--- config.mk ---
export PLATFORM = sky130hd
export DESIGN_NAME = axi_rd_scheduler
export DESIGN_NICKNAME = d
export VERILOG_FILES = /design/src/rtl/axi_rd_scheduler.sv
export SDC_FILE = /design/constraint.sdc
export NUM_CORES = 1
export LEC_CHECK = 0
export BUFFER_PORTS_ARGS = -buffer_cell sky130_fd_sc_hd__buf_2
export CAP_MARGIN = 0
export CORE_MARGIN = 5
export CORE_UTILIZATION = 47
export CTS_CLUSTER_DIAMETER = 150
export CTS_CLUSTER_SIZE = 10
export DETAILED_ROUTE_END_ITERATION = 16
export HOLD_SLACK_MARGIN = 0.08
export PLACE_DENSITY = 0.78
export SLEW_MARGIN = 0
export SYNTH_ARGS = -nofsm -noshare
export SYNTH_HDL_FRONTEND = slang
export SYNTH_SLANG_ARGS = --single-unit
--- constraint.sdc ---
create_clock -name clk -period 1.69 [get_ports clk]
set_input_delay 0.338 -clock clk [delete_from_list [all_inputs] [get_ports clk]]
set_output_delay 0.338 -clock clk [all_outputs]
set_load 0.1 [all_outputs]
--- src/rtl/axi_rd_scheduler.sv ---
// Read-path scheduler: grants one of two masters the shared AR/R channels for a whole burst.
// Build option AXI_RD_SCHED_RR_EN selects round-robin arbitration; default is fixed priority (M1 wins).
module axi_rd_scheduler #(
  parameter int unsigned LEN_BITS = 4
) (
  input  logic                clk,
  input  logic                rst,
  input  logic                ARVALID_M0,
  input  logic                ARVALID_M1,
  input  logic [LEN_BITS-1:0] ARLEN_M0,
  input  logic [LEN_BITS-1:0] ARLEN_M1,
  output logic                ARREADY_M0,
  output logic                ARREADY_M1,
  output logic                ARVALID_S,
  input  logic                ARREADY_S,
  input  logic                RVALID_S,
  input  logic                RLAST_S,
  output logic                RREADY_S,
  input  logic                RREADY_M0,
  input  logic                RREADY_M1,
  output logic                RVALID_M0,
  output logic                RVALID_M1,
  output logic                SEL_M1,
  output logic                BUSY,
  output logic                LEN_ERR
);

  localparam logic [LEN_BITS-1:0] CNT_MAX = {LEN_BITS{1'b1}};

  typedef enum logic [1:0] {
    IDLE = 2'd0,
    ADDR = 2'd1,
    DATA = 2'd2
  } state_t;

  state_t              state_q, state_d;
  logic                sel_q, sel_d;
  logic [LEN_BITS-1:0] len_q, len_d;
  logic [LEN_BITS-1:0] beat_cnt_q, beat_cnt_d;
  logic                len_err_q, len_err_d;
  logic                pick_m1;
  logic                owner_arvalid;
  logic                owner_rready;
  logic                ar_hs;
  logic                r_beat;

`ifdef AXI_RD_SCHED_RR_EN
  logic last_m1_q, last_m1_d;

  // On a tie the master that did not own the previous transaction wins.
  assign pick_m1 = ARVALID_M1 && (!ARVALID_M0 || !last_m1_q);
`else
  assign pick_m1 = ARVALID_M1;
`endif

  // Channel gating depends only on registered state and select, never on the arbitration result.
  assign owner_arvalid = sel_q ? ARVALID_M1 : ARVALID_M0;
  assign owner_rready  = sel_q ? RREADY_M1  : RREADY_M0;

  assign ARVALID_S  = (state_q == ADDR) && owner_arvalid;
  assign ARREADY_M0 = (state_q == ADDR) && !sel_q && ARREADY_S;
  assign ARREADY_M1 = (state_q == ADDR) &&  sel_q && ARREADY_S;
  assign RREADY_S   = (state_q == DATA) && owner_rready;
  assign RVALID_M0  = (state_q == DATA) && !sel_q && RVALID_S;
  assign RVALID_M1  = (state_q == DATA) &&  sel_q && RVALID_S;
  assign SEL_M1     = sel_q;
  assign BUSY       = (state_q != IDLE);
  assign LEN_ERR    = len_err_q;

  assign ar_hs  = ARVALID_S && ARREADY_S;
  assign r_beat = RVALID_S && RREADY_S;

  always_ff @(posedge clk or posedge rst) begin
    if (rst) begin
      state_q    <= IDLE;
      sel_q      <= 1'b0;
      len_q      <= '0;
      beat_cnt_q <= '0;
      len_err_q  <= 1'b0;
`ifdef AXI_RD_SCHED_RR_EN
      last_m1_q  <= 1'b1;
`endif
    end else begin
      state_q    <= state_d;
      sel_q      <= sel_d;
      len_q      <= len_d;
      beat_cnt_q <= beat_cnt_d;
      len_err_q  <= len_err_d;
`ifdef AXI_RD_SCHED_RR_EN
      last_m1_q  <= last_m1_d;
`endif
    end
  end

  // Next-state: grant in IDLE, AR handshake in ADDR, beat counting and length check in DATA.
  always_comb begin
    state_d    = state_q;
    sel_d      = sel_q;
    len_d      = len_q;
    beat_cnt_d = beat_cnt_q;
    len_err_d  = 1'b0;
`ifdef AXI_RD_SCHED_RR_EN
    last_m1_d  = last_m1_q;
`endif
    unique case (state_q)
      IDLE: begin
        if (ARVALID_M0 || ARVALID_M1) begin
          sel_d   = pick_m1;
          len_d   = pick_m1 ? ARLEN_M1 : ARLEN_M0;
          state_d = ADDR;
        end
      end
      ADDR: begin
        if (ar_hs) begin
          beat_cnt_d = '0;
          state_d    = DATA;
        end
      end
      DATA: begin
        if (r_beat) begin
          if (beat_cnt_q != CNT_MAX) begin
            beat_cnt_d = beat_cnt_q + LEN_BITS'(1);
          end
          if (RLAST_S) begin
            state_d   = IDLE;
            len_err_d = (beat_cnt_q != len_q);
`ifdef AXI_RD_SCHED_RR_EN
            last_m1_d = sel_q;
`endif
          end else if (beat_cnt_q == len_q) begin
            // Burst overran its length; keep the channel until the slave ends it.
            len_err_d = 1'b1;
          end
        end
      end
      default: state_d = IDLE;
    endcase
  end

endmodule

======== Word level (Yosys, flattened, before mapping) ========
Cells that the tools add are included.
word-level totals
  register bits after elaboration ......... 12
cells by class
  add/subtract/negate cells ............... 1
  equal/unequal tests ..................... 10
  muxes and demuxes ....................... 16
  reduce and logical (&&, ||, !) cells .... 20
operators by type and width
  operator             count
  $mux 4               4
  $logic_and 1x1->1    12
  $mux 2               4
  $ne 2x2->1 const B   4
  $pmux 4 s2           1
  $reduce_and 4->1     2
  $mux 1               6
  $pmux 2 s3           1
  $add 4x1->4 const B  1
  $eq 4x4->1           1
  $ne 4x4->1           1
  $ne 4x4->1 const B   1
  $reduce_bool 2->1    2
  $eq 2x1->1 const B   1
  $eq 2x2->1 const B   1
  $logic_not 2->1      1
  $ne 2x1->1 const B   1
  $reduce_and 2->1     1
  $logic_not 1->1      1
  $logic_or 1x1->1     1

======== Longest topological paths before layout ========
  depth after elaboration ................. 5
  mapped depth ............................ 5
  gate-level depth less buffers ........... 5

======== Worst setup path after synthesis ========
No wires, ideal clock.
  path kind ............................... register to output
  start point ............................. register sel_q (netlist: SEL_M1)
  end point ............................... output port ARVALID_S
  arrival ................................. 2678 ps
  required time ........................... 1352 ps
  slack ................................... -1326 ps
  stages on the path, launching flop included .. 4
  path buffers ............................ 0
  path through ............................ dfrtp_1 > mux2_2 > nand2_1 > nor2_1
on the way
  cells in the longest elaborated chain, start to end .. 2
RTL lines
  what                    line  text
  from (decl)             37    logic sel_q, sel_d;
  from (signal assigned)  85    sel_q <= sel_d;
  $mux 1                  57    assign owner_arvalid = sel_q ? ARVALID_M1 : ARVALID_M0;
  $logic_and 1x1->1       60    assign ARVALID_S = (state_q == ADDR) && owner_arvalid;
  to (decl)               14    output logic ARVALID_S,
No other way between the ends.

======== Final worst setup path ========
  start point ............................. register sel_q (netlist: SEL_M1)
  end point ............................... output port RREADY_S
on the way
  cells in the longest elaborated chain, start to end .. 2
RTL lines
  what               line  text
  $mux 1             58    assign owner_rready = sel_q ? RREADY_M1 : RREADY_M0;
  $logic_and 1x1->1  63    assign RREADY_S = (state_q == DATA) && owner_rready;
  to (decl)          18    output logic RREADY_S,
No other way between the ends.

==> reports/metrics.csv <==
metric;value;unit
first-pass GRT wire length;3270;µm
post-layout util;79.0;%
# diodes;0;
antenna violations before repair;0;
Mapped Avg Cell Area;9.56;µm²
number of global-route vias before repair;724;
final hold violations;0;
Crit Path Max Fanout;6;
Final Max Slew Viols;0;
setup violators final;6;
power density over the cells;1780;nW/µm²
Starting Density;48.7;%
CTS Buf Count;3;
DP Area;1010;µm²
Power, Total;2.07;mW
Critical Path Start;SEL_M1;
min Tclk post-route;1.77;ns
fraction of layout cells with a size suffix above 1;50.0;%
WL final;2160;µm
htree depth;1;
GRT overflow;0;
Final GP Congestion;0.820;
Max IR drop VDD;1150;µV
Fmax;565;MHz
HPWL after detailed placement;1300;µm
nets@finish;137;
Die W;49.1;µm
commonest register cell after synthesis;dfrtp_1;
max cap viols;0;
RSZ-0062 raised after global routing;yes;
GR Util All Layers;17.1;%
most frequent cells in the layout;18 x buf_2, 14 x buf_4, 10 x dfrtp_1;
Yosys warnings;0;
status;complete, but fails checks;
I/O Pins;26;
M3 GR Usage;5.20;%
fill count;84;
clk_skew;0.00194;ns
worst hold margin;0.287;ns
register area share after synthesis;41.9;%
failing checks;setup timing;
Hold Crit Class;in2reg;
worst hold start;ARREADY_S;
Final Cell Area;1160;µm²
wire per inst;16.1;µm
Seq cells post-synth;12;
CTS tree;yes;
Routed Antenna Nets;0;
met2 usage;29.8;%
Post-synth EDFFs;0;
Clock transition at path regs;0.08;ns
Site Rows;14;
Syn Std Cell Area;717;µm²
measured slew at the worst slew-check pin;0.487;ns
RR Endpoint;beat_cnt_q[2];
most common cell after layout, fill and taps aside;buf_2;
M1 GR Usage;18.8;%
Die Y;49.1;µm
CP arrival;1.43;ns
final setup TNS;-0.253;ns
CP max stage cell;dfrtp_4;
DR DRC count;0;
Worst slew margin;67.7;%
CP Cell Sequence;mux2_4 > and2_4 > buf_12;
clk buf depth;2;
Req. time, crit path;1.35;ns
Setup WS post-layout;-0.0792;ns
Critical Path End Type;primary output;
worst reg-to-reg setup slack;-0.02;ns
hold path depth;2;
WS Path Type;reg2out;
WHS Endpoint;state_q[0];
Critical Path Source Type;flip-flop;
Mapped Nets;93;
GR peak layer;met2;
root buffer cell;clkbuf_4;
total clock sinks;12;
Port Buffers;25;
Mapped Cells;75;
period utilization;105;%
P_leak;0.569;nW
vias per cell;5.69;
Bufs and invs on worst path;1;
R2R Path Start;state_q[1];
Pre-Repair DR Iteration Count;4;
worst r2r path cells;6;
Starting DRT DRC Count;27;
kind of cell adding the most delay to the critical path;flip-flops;
unique cell type count in the Yosys netlist;31;
later-pin clock latency in the skew report;0.28;ns
via count;763;
CORE AREA;1470;µm²
total die area;2410;µm²
Post-synth ARST share;100;%
largest net degree at the start of global routing;13;
CP peak stage delay;0.53;ns
Layout area overhead;62.1;%
## layer usage
metal	up-vias	wire length, µm	share of wire (%)
met3	12	154	7.1
met5	-	0	0
met1	366	815	38
met2	36	1120	52
met4	0	70	3.2
li1	349	-	-
## logic make-up (layout without fill, tap and decap cells)
family,after synthesis,after routing,synth area share (%)
AND/OR/NAND/NOR,31,31,22.3
AO/OA/AOI/OAI,14,14,14.5
flip-flops,12,12,41.9
multiplexers,7,7,10.6
XOR/XNOR,5,5,6.11
buffers and inverters,5,48,2.79
adder cells (fa/ha/maj),1,1,1.74
## where the power goes
part	leakage [nW]	total (mW)	internal, mW	switching (mW)
Clock	0.0150	0.197	0.0916	0.106
Sequential	0.147	0.499	0.394	0.105
Combinational	0.407	1.37	0.523	0.848
## how the worst max path moves through the flow
stage | endpoint | slack, ns | depth (start not counted)
floorplan | ARVALID_S | -0.18 | 3
global placement | ARVALID_S | 0.16 | 4
detailed placement | ARVALID_S | 0.13 | 4
CTS | RREADY_S | -0.08 | 3
global route | RREADY_S | -0.12 | 3
finish | RREADY_S | -0.08 | 3
## area by class of cell
| class | count | area [µm²] | share of cell area (%) |
|---|---|---|---|
| Sequential cell | 12 | 305 | 26.3 |
| Timing Repair Buffer | 40 | 337 | 29.0 |
| Multi-Input combinational cell | 58 | 459 | 39.5 |
| Tap cell | 16 | 20.0 | 1.72 |
| Clock buffer | 4 | 26.3 | 2.26 |
| Inverter | 4 | 15.0 | 1.29 |
## stage by stage
step,std cells,setup WS (ns)
after floorplan,75,-0.179
after global placement,117,0.163
after detailed placement,117,0.132
after CTS,127,-0.0842
after global routing,134,-0.118
final,134,-0.0792
## worst register-to-register path, stage by stage (launching register included)
cell and delay [ns]:
dfrtp_2 0.44, nand3b_1 0.31, buf_4 0.23, buf_4 0.13
nand2b_4 0.16, o2bb2ai_2 0.12, a22o_1 0.22
## state kept, by name, indices dropped and copies added, names as in the netlist
signal and flops:
LEN_ERR 1, beat_cnt_q 4, state_q 2, SEL_M1 1, len_q 4
## synthesized netlist by cell type, types with 2 or more instances
library cell | count | area share, %
a21oi_1 | 4 | 2.8
a22o_1 | 2 | 2.4
and2_1 | 2 | 1.7
dfrtp_1 | 12 | 42
inv_1 | 4 | 2.1
mux2i_1 | 5 | 7.0
nand2_1 | 5 | 2.6
nand3_1 | 3 | 2.1
nor2_1 | 12 | 6.3
o21ai_0 | 2 | 1.4
xor2_1 | 4 | 4.9
## repair_timing
| item | CTS | global route |
|---|---|---|
| hold endpoints to repair | 6 | 0 |
| pin swaps | 3 | 2 |
| resized for setup | 6 | 4 |
| buffers inserted | 5 | 7 |
| setup endpoints to repair | 7 | 7 |
| hold buffers | 1 | 0 |
(Power assumes the default switching activity.)
